===== config.mk =====
export PLATFORM = sky130hd
export DESIGN_NAME = mantissa_mult_pipe
export DESIGN_NICKNAME = d
export VERILOG_FILES = /design/src/rtl/mantissa_mult_pipe.sv
export SDC_FILE = /design/constraint.sdc
export NUM_CORES = 2
export LEC_CHECK = 0
export CAP_MARGIN = 0
export CORE_UTILIZATION = 65
export DETAILED_ROUTE_END_ITERATION = 7
export DONT_BUFFER_PORTS = 1
export PLACE_DENSITY = 0.86
export SYNTH_ARGS = -nofsm -noshare
export SYNTH_HDL_FRONTEND = slang
export SYNTH_SLANG_ARGS = --single-unit

===== constraint.sdc =====
create_clock -name clk -period 8.4 [get_ports clk]
set_input_delay 1.26 -clock clk [delete_from_list [all_inputs] [get_ports clk]]
set_output_delay 1.26 -clock clk [all_outputs]
set_load 0.01 [all_outputs]

===== src/rtl/mantissa_mult_pipe.sv =====
// mantissa_mult_pipe: stalled valid/ready mantissa multiplier with normalisation and guard/round/sticky extraction.
// Define ROUND_RNE_EN to add a round-to-nearest-even output stage (latency STAGES+1).
module mantissa_mult_pipe #(
  parameter int MW = 24,
  parameter int STAGES = 3,
  parameter int TAG_W = 10
) (
  input  logic              clk,
  input  logic              rst,
  input  logic              flush,
  input  logic              in_valid,
  output logic              in_ready,
  input  logic [MW-1:0]     in_a,
  input  logic [MW-1:0]     in_b,
  input  logic [TAG_W-1:0]  in_tag,
  output logic              out_valid,
  input  logic              out_ready,
  output logic [2*MW-1:0]   out_prod,
  output logic              out_hi,
  output logic [MW-1:0]     out_mant,
  output logic [2:0]        out_grs,
  output logic [TAG_W-1:0]  out_tag,
  output logic              out_exp_inc
);
  localparam int L = STAGES - 1;
  logic              w_adv;
  logic              r_v1;
  logic [MW-1:0]     r_a, r_b;
  logic [TAG_W-1:0]  r_t1;
  logic              r_pv [2:L];
  logic [2*MW-1:0]   r_pp [2:L];
  logic [TAG_W-1:0]  r_pt [2:L];
  logic              r_fv, r_fhi;
  logic [2*MW-1:0]   r_fp;
  logic [MW-1:0]     r_fm;
  logic [2:0]        r_fgrs;
  logic [TAG_W-1:0]  r_ft;
  logic [2*MW-1:0]   w_mul, w_p;
  logic              w_hi;
  logic [MW-1:0]     w_m;
  logic [2:0]        w_grs;
  assign w_adv = !out_valid || out_ready;
  assign in_ready = w_adv;
  assign w_mul = {{MW{1'b0}}, r_a} * {{MW{1'b0}}, r_b};
  assign w_p = r_pp[L];
  always_comb begin
    w_hi = w_p[2*MW-1];
    w_m = w_hi ? w_p[2*MW-1:MW] : w_p[2*MW-2:MW-1];
    w_grs = w_hi ? {w_p[MW-1], w_p[MW-2], |w_p[MW-3:0]} : {w_p[MW-2], w_p[MW-3], |w_p[MW-4:0]};
  end
`ifdef ROUND_RNE_EN
  logic              r_ov, r_ohi, r_oe;
  logic [2*MW-1:0]   r_op;
  logic [MW-1:0]     r_om;
  logic [2:0]        r_ogrs;
  logic [TAG_W-1:0]  r_ot;
  logic              w_inc, w_c;
  logic [MW-1:0]     w_sum, w_rm;
  // an all-ones mantissa rounds up to 1.0 of the next binade
  always_comb begin
    w_inc = r_fgrs[2] && (r_fgrs[1] || r_fgrs[0] || r_fm[0]);
    {w_c, w_sum} = {1'b0, r_fm} + {{MW{1'b0}}, w_inc};
    w_rm = w_c ? {1'b1, {(MW-1){1'b0}}} : w_sum;
  end
  always_ff @(posedge clk or posedge rst)
    if (rst) begin
      r_ov <= 1'b0;
    end else if (flush) begin
      r_ov <= 1'b0;
    end else if (w_adv) begin
      r_ov <= r_fv;
    end
  always_ff @(posedge clk or posedge rst)
    if (rst) begin
      r_op <= '0;
      r_ohi <= 1'b0;
      r_om <= '0;
      r_ogrs <= '0;
      r_ot <= '0;
      r_oe <= 1'b0;
    end else if (w_adv) begin
      r_op <= r_fp;
      r_ohi <= r_fhi;
      r_om <= w_rm;
      r_ogrs <= r_fgrs;
      r_ot <= r_ft;
      r_oe <= r_fhi || w_c;
    end
  assign out_valid = r_ov;
  assign out_prod = r_op;
  assign out_hi = r_ohi;
  assign out_mant = r_om;
  assign out_grs = r_ogrs;
  assign out_tag = r_ot;
  assign out_exp_inc = r_oe;
`else
  assign out_valid = r_fv;
  assign out_prod = r_fp;
  assign out_hi = r_fhi;
  assign out_mant = r_fm;
  assign out_grs = r_fgrs;
  assign out_tag = r_ft;
  assign out_exp_inc = r_fhi;
`endif
  // flush clears valids even while stalled; data simply follows adv
  always_ff @(posedge clk or posedge rst)
    if (rst) begin
      r_v1 <= 1'b0;
      r_fv <= 1'b0;
      for (int k = 2; k <= L; k++) r_pv[k] <= 1'b0;
    end else if (flush) begin
      r_v1 <= 1'b0;
      r_fv <= 1'b0;
      for (int k = 2; k <= L; k++) r_pv[k] <= 1'b0;
    end else if (w_adv) begin
      r_v1 <= in_valid;
      r_pv[2] <= r_v1;
      for (int k = 3; k <= L; k++) r_pv[k] <= r_pv[k-1];
      r_fv <= r_pv[L];
    end
  always_ff @(posedge clk or posedge rst)
    if (rst) begin
      r_a <= '0;
      r_b <= '0;
      r_t1 <= '0;
      for (int k = 2; k <= L; k++) begin
        r_pp[k] <= '0;
        r_pt[k] <= '0;
      end
      r_fp <= '0;
      r_fhi <= 1'b0;
      r_fm <= '0;
      r_fgrs <= '0;
      r_ft <= '0;
    end else if (w_adv) begin
      r_a <= in_a;
      r_b <= in_b;
      r_t1 <= in_tag;
      r_pp[2] <= w_mul;
      r_pt[2] <= r_t1;
      for (int k = 3; k <= L; k++) begin
        r_pp[k] <= r_pp[k-1];
        r_pt[k] <= r_pt[k-1];
      end
      r_fp <= w_p;
      r_fhi <= w_hi;
      r_fm <= w_m;
      r_fgrs <= w_grs;
      r_ft <= r_pt[L];
    end
endmodule


==> impl_metrics.csv <==
group,metric,value,unit
setup_path,critical_path.cell_chain,"nand2_1 -> fa_1 -> inv_1 -> fa_1 -> inv_1 -> fa_1 -> inv_1 -> fa_1 -> fa_1 -> fa_1 -> inv_1 -> fa_1 -> inv_1 -> ha_1 -> and3_1 -> and2_1 -> nand3_1 -> nor4b_1 -> a211oi_2 -> o21a_1 -> o21ai_1 -> mux2i_1 -> nand2_1",
yosys,synth_area_leader_cell,"sky130_fd_sc_hd__fa_1",
timing,setup_total_negative_slack,0,ns
outcome,run_status,"complete, no violations",
yosys,postSynth.asyncResetShare,100,%
setup_path,critical_path.endpoint_type,"flop",
final_layout,area_of_the_multi_input_gates,19000,µm²
final_layout,area.growth.synth_to_final,3.26,%
timing,maxClockFrequency,133,MHz
setup_path,critical_path.max_stage_delay,1.04,ns
timing,layout_min_cycle_time,7.53,ns
detailed_routing,detail-route-antenna-nets,0,
place,numPortBuffers,0,
detailed_routing,average_detailed_routed_wire_length_per_instance,18.8,µm
clock_tree,cts_tree,"yes",
floorplan,dieArea,42100,µm²
global_routing,groute.layer.met3.usage,3.88,%
detailed_routing,route.detailed.vias_per_inst,5.76,
global_routing,maximum_number_of_pins_on_one_net_before_global_route_repair,120,
floorplan,die_h,205,µm
clock_tree,htreeDepth,1,
timing,finalSetupViolCount,0,
clock_tree,clk_path_buf_depth,3,
clock_tree,clock_sink_count,204,
yosys,synth_enable_flop_cells,0,
timing,worstMarginPinSlew,1.10,ns
clock_tree,post_cts_resize_count,0,
yosys,ys.flop_type,"sky130_fd_sc_hd__dfrtp_1",
hold_path,timing.hold.worst_path_depth,2,
final_layout,layout-drive-gt1-share,2.38,%
clock_tree,clk_transition_reported_paths,0.06,ns
floorplan,core.rowCount,74,
flow_run,max-cap-violations,0,
yosys,net_count_of_the_mapped_netlist,3729,
detailed_routing,route.detailed.drc,0,
final_layout,most-common-layout-cells,"746 x sky130_fd_sc_hd__nand2_1, 558 x sky130_fd_sc_hd__inv_1, 482 x sky130_fd_sc_hd__fa_1",
timing,final_hold_viol_count,0,
timing,timing.final.crit_share,89.6,%
place,hpwlAfterDp,50.1,mm
clock_tree,cts_inserted_buffers,22,
setup_path,worstPathMaxFanout,25,
timing,worst_rel_slew_slack,26.6,%
floorplan,io-pin-count,152,
global_routing,grt-busiest-layer,"met2",
yosys,synth.yosys.seq_area_share,19.0,%
setup_path,cpLargestDelayFamily,"adder cells",
global_routing,antenna_found_initial,1,
global_routing,gr-usage-met1,39.2,%
yosys,synth.ff_latch_count,204,
hold_path,hold_path.class,"flop to flop",
global_routing,global_route_wire_length_before_repair,107,mm
floorplan,core_footprint,40700,µm²
floorplan,floorplan.initialDensity,65.8,%
final_layout,final-seq-area,5100,µm²
setup_path,worst_setup_path_start_kind,"flop",
final_layout,fin_nets,3607,
setup_path,worst_ep_required_time,8.83,ns
place,place.gp.congestion,0.907,
yosys,synthTopCellsByArea,"sky130_fd_sc_hd__fa_1 36%, sky130_fd_sc_hd__dfrtp_1 19%, sky130_fd_sc_hd__nand2_1 10%",
final_layout,postLayoutCellArea,27700,µm²
setup_path,cp.buffers_inverters,5,
detailed_routing,route.final.wire_length,64.6,mm
detailed_routing,detail_route.first_pass.iterations,7,
setup_path,crit_slowest_cell,"sky130_fd_sc_hd__dfrtp_1",
timing,skew,0.0221,ns
yosys,post-synth-top-area-fraction,36.0,%
place,placed_cell_area,27000,µm²
yosys,post_synth_instance_area,26800,µm²
detailed_routing,vias,19800,
global_routing,grt.total_usage,32.5,%
setup_path,cp.arrival,7.96,ns
clock_tree,cts_hold_buffers,0,
clock_tree,cts_root_buf,"sky130_fd_sc_hd__clkbuf_16",
final_layout,most_common_library_cell_in_the_layout_ignoring_fill_and_taps,"sky130_fd_sc_hd__nand2_1",
floorplan,die_width,205,µm
clock_tree,clock_latency,0.56,ns
yosys,synth_cells,3010,
setup_path,critPathKind,"flop to flop",
global_routing,grt_overflow_total,0,
setup_path,cpMostUsedCell,"sky130_fd_sc_hd__fa_1",
global_routing,first_global_vias,21500,
setup_path,ff2ff_path_depth,23,
timing,final-max-slew-violation-count,0,
clock_tree,post_cts.repair.setup_buffers,0,
setup_path,worst-r2r-setup-slack,0.87,ns
final_layout,filler_cell_count,3056,
yosys,synth_warnings,0,
detailed_routing,drt_iter0_markers,1429,
final_layout,num_antenna_cells,0,
timing,setup_repair_after_global_routing_missed_its_margin,"no",
yosys,synth.avg_cell_area,8.91,µm²
global_routing,gr-usage-met2,57.2,%
yosys,synth.lib_cells_used.distinct,53,
setup_path,cp_num_cells,23,
==> final timing paths <==
kind / to / startpoint
worst max-delay path: r_pp[44]$_DFFE_PP0P_ / r_b[9]$_DFFE_PP0P_
worst min-delay path: r_t1[0]$_DFFE_PP0P_ / r_t1[0]$_DFFE_PP0P_
worst max register to register: r_pp[44]$_DFFE_PP0P_ / r_b[9]$_DFFE_PP0P_
worst min register to register: r_t1[0]$_DFFE_PP0P_ / r_t1[0]$_DFFE_PP0P_
max in group asynchronous: out_mant[10]$_DFFE_PP0P_ / rst
min in group asynchronous: out_prod[3]$_DFFE_PP0P_ / rst
==> cell usage after synthesis (11+ instances only) <==
cell type                    n
sky130_fd_sc_hd__inv_1     559
sky130_fd_sc_hd__nor2_1     52
sky130_fd_sc_hd__nand2_1   746
sky130_fd_sc_hd__a21o_1     22
sky130_fd_sc_hd__nand4_1    11
sky130_fd_sc_hd__fa_1      482
sky130_fd_sc_hd__and2_1    304
sky130_fd_sc_hd__ha_1      174
sky130_fd_sc_hd__xor2_1     17
sky130_fd_sc_hd__dfrtp_1   204
sky130_fd_sc_hd__clkbuf_1  143
sky130_fd_sc_hd__a21oi_1    73
sky130_fd_sc_hd__o21ai_0    62
sky130_fd_sc_hd__xnor2_1    26
sky130_fd_sc_hd__nand3_1    15
sky130_fd_sc_hd__mux2i_1    26
==> per-stage QoR <==
step | worst slack, ns | utilization (%) | instances | hold WS [ns]
6_report | 0.872 | 67.9 | 3434 | 0.468
5_1_grt | 0.566 | 67.9 | 3434 | 0.494
4_1_cts | 0.942 | 67.9 | 3434 | 0.469
3_5_place_dp | 0.998 | 66.2 | 3396 | 0.456
3_3_place_gp | 1.14 | 66.2 | 3396 | 0.449
2_1_floorplan | 1.57 | - | 3010 | 0.439
==> state kept, by name, summed over array words and instances (netlist names) <==
| name | count |
|---|---|
| out_exp_inc | 1 |
| out_grs | 3 |
| out_mant | 24 |
| out_prod | 47 |
| out_tag | 10 |
| out_valid | 1 |
| r_a | 24 |
| r_b | 24 |
| r_pp | 48 |
| r_pt | 10 |
| r_pv | 1 |
| r_t1 | 10 |
| r_v1 | 1 |
==> per-layer routing <==
| metal | share of wire (%) | wire length, µm |
|---|---|---|
| met4 | 6.1 | 3950 |
| met5 | 0.015 | 10 |
| met3 | 6.4 | 4160 |
| met2 | 51 | 33300 |
| met1 | 36 | 23200 |
==> cell type report <==
cell class,instances,share of cell area [%]
well taps,532,2.40
clock inverters,10,0.357
repair buffers,14,0.380
inverters,560,7.64
flip-flops and latches,204,18.4
multi-input cells,2086,68.6
clock buffers,28,2.18
==> worst reg2reg max path: cells and delay by family (launching register included) <==
family	cells	cell delay (ns)
AOI/OAI and AO/OA	3	0.57
and+or+nand+nor	6	1.31
buffers and inverters	5	0.26
muxes	1	0.20
adders and majority gates	8	4.01
DFF	1	1.04
==> kinds of logic after synthesis <==
family,Yosys count,synth area share (%)
muxes,26,0.971
xor gates and xnor gates,43,1.40
adders and majority gates,656,44.1
AOI/OAI and AO/OA,203,4.81
buffers and inverters,720,10.2
and+or+nand+nor,1158,19.5
DFF,204,19.0
Power is left out: the tool's default activity adds up to more than one toggle a clock period on the data nets, which glitch-free logic cannot reach.
